File: src/rtl/stdp_pkg.sv
// stdp_pkg: shared constants and the interval-to-delta binning used by the STDP stage.
package stdp_pkg;
    localparam int unsigned T_MAX = 15;
    localparam int unsigned BIN_1 = 3;
    localparam int unsigned BIN_2 = 7;
    localparam int unsigned BIN_3 = 11;
    localparam int unsigned BIN_4 = 14;
    localparam logic [4:0] D_1 = 5'd16;
    localparam logic [4:0] D_2 = 5'd8;
    localparam logic [4:0] D_3 = 5'd4;
    localparam logic [4:0] D_4 = 5'd2;

    // Intervals beyond the last bin never pair, so they map to no change.
    function automatic logic [4:0] stdp_delta(input int unsigned dt);
        return dt <= BIN_1 ? D_1 : dt <= BIN_2 ? D_2 : dt <= BIN_3 ? D_3 : dt <= BIN_4 ? D_4 : 5'd0;
    endfunction
endpackage

File: src/rtl/stdp_weight_update_spike_trace.sv
// spike_trace: rising-edge spike detect plus a saturating interval counter and valid flag.
module spike_trace #(
    parameter int T_WIDTH = 4
) (
    input  logic               clk,
    input  logic               rst_n,
    input  logic               spike,
    input  logic               clr,
    output logic               rise,
    output logic [T_WIDTH-1:0] cnt,
    output logic               valid
);
    localparam logic [T_WIDTH-1:0] CNT_MAX = '1;
    logic               spike_d;
    logic [T_WIDTH-1:0] cnt_nxt;

    assign rise    = spike & ~spike_d;
    assign cnt_nxt = cnt == CNT_MAX ? cnt : cnt + 1'b1;

    // Own event wins over a partner's clear, so simultaneous spikes both restart.
    always_ff @(posedge clk or negedge rst_n) begin
        if (!rst_n) begin
            spike_d <= 1'b0;
            cnt     <= CNT_MAX;
            valid   <= 1'b0;
        end else begin
            spike_d <= spike;
            cnt     <= rise ? T_WIDTH'(1) : cnt_nxt;
            valid   <= rise | (valid & ~clr & (cnt_nxt != CNT_MAX));
        end
    end
endmodule

File: src/rtl/stdp_weight_update.sv
// stdp_weight_update: pair-based STDP weight update with a weighted current pulse on pre spikes.
module stdp_weight_update
    import stdp_pkg::*;
#(
    parameter int W_WIDTH = 8,
    parameter int T_WIDTH = 4,
    parameter int W_INIT  = 64
) (
    input  logic               clk,
    input  logic               rst_n,
    input  logic               pre_spike,
    input  logic               post_spike,
    input  logic               learn_en,
    output logic [W_WIDTH-1:0] weight,
    output logic               update_w_flag,
    output logic [T_WIDTH-1:0] time_diff,
    output logic [W_WIDTH-1:0] syn_current
);
    logic               pre_rise, post_rise, pre_valid, post_valid, ltp, ltd;
    logic [T_WIDTH-1:0] pre_cnt, post_cnt;
    logic [W_WIDTH:0]   delta, sum, diff;

    spike_trace #(.T_WIDTH(T_WIDTH)) u_pre (
        .clk(clk), .rst_n(rst_n), .spike(pre_spike), .clr(ltp),
        .rise(pre_rise), .cnt(pre_cnt), .valid(pre_valid)
    );

    spike_trace #(.T_WIDTH(T_WIDTH)) u_post (
        .clk(clk), .rst_n(rst_n), .spike(post_spike), .clr(ltd),
        .rise(post_rise), .cnt(post_cnt), .valid(post_valid)
    );

    assign ltp   = post_rise & ~pre_rise & pre_valid;
    assign ltd   = pre_rise & ~post_rise & post_valid;
    assign delta = (W_WIDTH+1)'(stdp_delta(32'(ltp ? pre_cnt : post_cnt)));
    assign sum   = {1'b0, weight} + delta;
    assign diff  = {1'b0, weight} - delta;

    always_ff @(posedge clk or negedge rst_n) begin
        if (!rst_n) begin
            weight        <= W_WIDTH'(W_INIT);
            update_w_flag <= 1'b0;
            time_diff     <= '0;
            syn_current   <= '0;
        end else begin
            if (learn_en && ltp)
                weight <= sum[W_WIDTH] ? '1 : sum[W_WIDTH-1:0];
            else if (learn_en && ltd)
                weight <= diff[W_WIDTH] ? '0 : diff[W_WIDTH-1:0];
            update_w_flag <= ltp | ltd;
            time_diff     <= ltp ? pre_cnt : ltd ? post_cnt : time_diff;
            syn_current   <= pre_rise ? weight : '0;
        end
    end
endmodule

File: config.mk
export PLATFORM = sky130hd
export DESIGN_NAME = stdp_weight_update
export DESIGN_NICKNAME = d
export VERILOG_FILES = /design/src/rtl/stdp_pkg.sv /design/src/rtl/stdp_weight_update_spike_trace.sv /design/src/rtl/stdp_weight_update.sv
export SDC_FILE = /design/constraint.sdc
export NUM_CORES = 1
export LEC_CHECK = 0
export BUFFER_PORTS_ARGS = -buffer_cell sky130_fd_sc_hd__buf_2
export CAP_MARGIN = 10
export CORE_MARGIN = 2
export CORE_UTILIZATION = 57
export DETAILED_ROUTE_END_ITERATION = 8
export PLACE_DENSITY = 0.81
export SETUP_SLACK_MARGIN = 0.02
export SYNTH_ARGS = -nofsm -noshare
export SYNTH_HDL_FRONTEND = slang
export SYNTH_HIERARCHICAL = 1
export SYNTH_SLANG_ARGS = --single-unit
File: constraint.sdc
create_clock -name clk -period 3.9 [get_ports clk]
set_clock_uncertainty 0.1 [all_clocks]
set_input_delay 0.195 -clock clk [delete_from_list [all_inputs] [get_ports clk]]
set_output_delay 0.195 -clock clk [all_outputs]
set_load 0.01 [all_outputs]
==> implementation parameters <==
Parameter                              Value

Floorplan
  IO Count    26
  Die Footprint    ~4000 um^2
  Placeable core area    ~3400 um^2
  Initial Util    about three fifths
  Die Y-Extent    64.0 um
  Die X    between 60 and 70 um
  Core Rows    21

Setup path
  Signal arrival time at the worst endpoint    3610 ps
  Count of buffering cells on the critical path with inverters included    3
  Highest net fanout along the worst path    18
  Family with the most delay on the worst path    compound AO/OA/AOI/OAI gates
  Biggest cell delay along the critical path    520 ps
  Capturing element type of the critical path    register
  Register-to-register setup slack    570 ps
  Category of the critical setup timing path    primary input to register
  Worst path cell trace    dlygate4sd3_1, buf_2, nor2b_1, nand3b_4, inv_1, or3_1, o21a_1, ha_1, nand2b_1, a211oi_1, o2111ai_2, a221o_1, o21ai_0
  FF-to-FF Start    u_post/spike_d
  Worst Reg2Reg Path Length in Cells    11
  Slowest stage cell on the critical path    sky130_fd_sc_hd__dlygate4sd3_1
  Worst reg2reg endpoint    weight[1]
  Req. time, crit path    between 4000 and 5000 ps
  Cell depth of the worst setup path    13
  Critical Path Start Type    primary input

Power and ir drop
  Cell leakage power    0.00106 uW
  Max IR drop VDD    between 0.3 and 0.4 mV
  Ratio of total power to cell area    around 800 nW/um^2
  Total power consumption of the routed design    1890 uW

Logic synthesis
  Mux share of post-synthesis cell area    between 1 and 1.5%
  Most common flop cell mapped by yosys    sky130_fd_sc_hd__dfrtp_1
  Async set-reset flop share out of synthesis    100%
  Yosys top cell area share    29.3%
  Most area-consuming cells after synthesis    sky130_fd_sc_hd__dfrtp_1, sky130_fd_sc_hd__dfstp_2, sky130_fd_sc_hd__ha_1, sky130_fd_sc_hd__nor2_1, sky130_fd_sc_hd__xnor2_1
  Average cell area after synthesis    ~9.5 um^2
  Instance count of the mapped netlist    215
  Area share of fa/ha/maj cells after synthesis    between 8 and 9%
  Post-synth top area cell    sky130_fd_sc_hd__dfrtp_1
  Mapped Area    2050 um^2
  Most used standard cell by instance count after synthesis    sky130_fd_sc_hd__dfrtp_1
  Synth Area in XOR/XNOR    3.85%
  Area fraction in and, or, nand and nor cells after synthesis    22.5%
  Mapped Nets    approximately 230
  Sequential-to-total area share from yosys stat    between 40% and 50%
  Number of distinct standard cells referenced by the synthesized netlist    51
  Synth Area in Compound Gates    between 15 and 20%
  Commonest cells in the synthesized netlist    sky130_fd_sc_hd__dfrtp_1, sky130_fd_sc_hd__nor2_1, sky130_fd_sc_hd__nand2_1, sky130_fd_sc_hd__inv_1, sky130_fd_sc_hd__ha_1
  Post-synth EDFFs    0
  Number of synthesized register bits    33
  YS warnings    6
  Dominant combinational cell family by area after synthesis    simple AND/OR/NAND/NOR gates

Placement
  Placed wire-length estimate after detailed placement    just under 3000 um
  Cell Area, Placed    approximately 2200 um^2
  Count of input and output buffers    25
  Pre-CTS worst setup slack    just over 600 ps
  Final RePlAce weighted congestion    0.901
  DP Cell Count    between 200 and 300

Detailed routing
  Post-route DRC violation count    0
  Antenna Violating Nets Remaining    0
  First DRT Iteration DRCs    approximately 120
  Total wirelength of the detailed-routed design    4200 um
  Detailed-route wire length per cell    14.5 um
  Detailed-router iteration count before antenna repair    4
  Via density per instance    5.80
  Routed vias    between 1,500 and 2,000

Hold path
  Endpoint of the worst hold path    weight[6]
  Min-delay worst type    primary input to register
  Worst hold path depth    3
  Hold Path Origin    learn_en

Cells and area
  Net count, final    260
  Number of filler instances in the final layout    270
  Area added between synthesis and finish    12.0%
  Ant. Diodes    0
  Final Instance Count excl. Fillers    between 200 and 300
  Share of final-layout standard cells stronger than drive strength 1    roughly a fifth
  Post-layout instance area    ~2300 um^2

Job
  Number of violations of the max-capacitance limit    0

GRT
  Vias in the first global route    around 1,600
  Wire length of the first global-routing pass    around 7300 um
  Initial antenna violation count    0
  Grt ovf    0
  Maximum number of pins on one net before global-route repair    34
  Global router's overall resource usage    between 20 and 25%

Clock network
  Clock tree buffer depth    2
  CTS tree    yes
  Setup Fix Bufs, Post-CTS    0
  Post-cts gate resize count    0
  Clock Sinks    33
  Total number of H-tree levels    2
  Cts bufs inserted    5
  Skew-Pair Late Insertion Delay    approximately 320 ps
  Clock transition time at the flip-flop clock pins of the worst setup and hold paths    approximately 100 ps
  CTS root buf    sky130_fd_sc_hd__clkbuf_4

STA
  Final period demand of the worst path    roughly 3500 ps
  Endpoints failing hold    0
  Setup repair after global routing missed its margin    no
  Pin slew with the least headroom to its limit    713 ps
  Max-slew violation count    0
  Setup Total Neg Slack    0 ps
  Final worst path period share    between 80% and 90%
  Final WS setup    about 440 ps
  Final count of negative-setup-slack endpoints    0
  Maximum achievable frequency    ~290 MHz
  Rel. slew slack    between 50% and 60%

Run status
  Status    finished clean
## layer usage
layer | up-vias | wire length, um | GRT usage [%]
met5 | - | 0 | 0
met4 | 0 | 41 | 7.07
met3 | 5 | 262 | 4.40
met2 | 50 | 1910 | 37.0
met1 | 806 | 1990 | 30.7
li1 | 820 | - | -
## worst min-delay path: stages
cell,delay (ps)
sky130_fd_sc_hd__buf_2,130
sky130_fd_sc_hd__nand2_2,170
sky130_fd_sc_hd__o32ai_1,120
## report_power, final
part / leakage [uW] / switching, uW / internal [uW]
clock: 0.0000455 / 108 / 153
combinational: 0.000630 / 511 / 431
sequential: 0.000389 / 195 / 491
## cell usage in the layout (no fill, tap or decap), drive strengths merged, types with 4 or more instances in the layout
cell type  Yosys  final
clkbuf         1      7
nor3b          4      4
dfrtp         24     24
xnor2          8      8
and2           8      8
buf            7     26
inv           14     14
a211oi         4      4
dfstp          9      9
nand2         18     18
o21ai          7      7
a21oi          8      8
ha            10     10
nor3           4      4
nor2          24     24
a31oi          7      7
nand3b         4      4
nand2b         6      6
nand3          7      7
## state kept, by name, indices dropped and copies added, names as in the netlist
| name | flops |
|---|---|
| time_diff | 4 |
| u_post/spike_d | 1 |
| u_pre/valid | 1 |
| update_w_flag | 1 |
| u_pre/spike_d | 1 |
| u_pre/cnt | 4 |
| syn_current | 8 |
| u_post/cnt | 4 |
| u_post/valid | 1 |
| weight | 8 |
## cells by family after synthesis
kind of cell | count (synthesis)
buffers and inverters | 22
xor gates and xnor gates | 9
and+or+nand+nor | 87
AOI/OAI and AO/OA | 49
adders and majority gates | 12
DFF | 33
muxes | 3
## area by class of cell
cell class / count / area (um^2) / share of cell area, %
clock buffer: 7 / 55.1 / 2.40
inverter: 14 / 52.6 / 2.29
tap: 46 / 57.6 / 2.51
clock inverter: 1 / 30.0 / 1.31
multi-input combinational: 160 / 1100 / 47.9
sequential: 33 / 837 / 36.5
timing repair buffer: 29 / 163 / 7.09
## worst max-delay path by stage
stage	from	slack (ps)	end
finish	post_spike	440	weight[1]
CTS	post_spike	460	weight[1]
global route	post_spike	190	weight[1]
floorplan	u_pre/spike_d	720	weight[1]
detailed placement	u_post/spike_d	620	weight[1]
global placement	u_post/spike_d	730	weight[1]
## through the flow
step / hold WS (ps) / util (%)
floorplan: -201 / -
global placement: 188 / 64.3
detailed placement: 196 / 64.3
CTS: 188 / 67.7
global route: 194 / 67.7
finish: 195 / 67.7
## repair_timing
item                                    4_1_cts  5_1_grt
endpoints found under the setup margin        0        0
hold buffers                                  3        0
hold endpoints to repair                     26        0
Note: power is estimated with default switching activity, not from simulation.
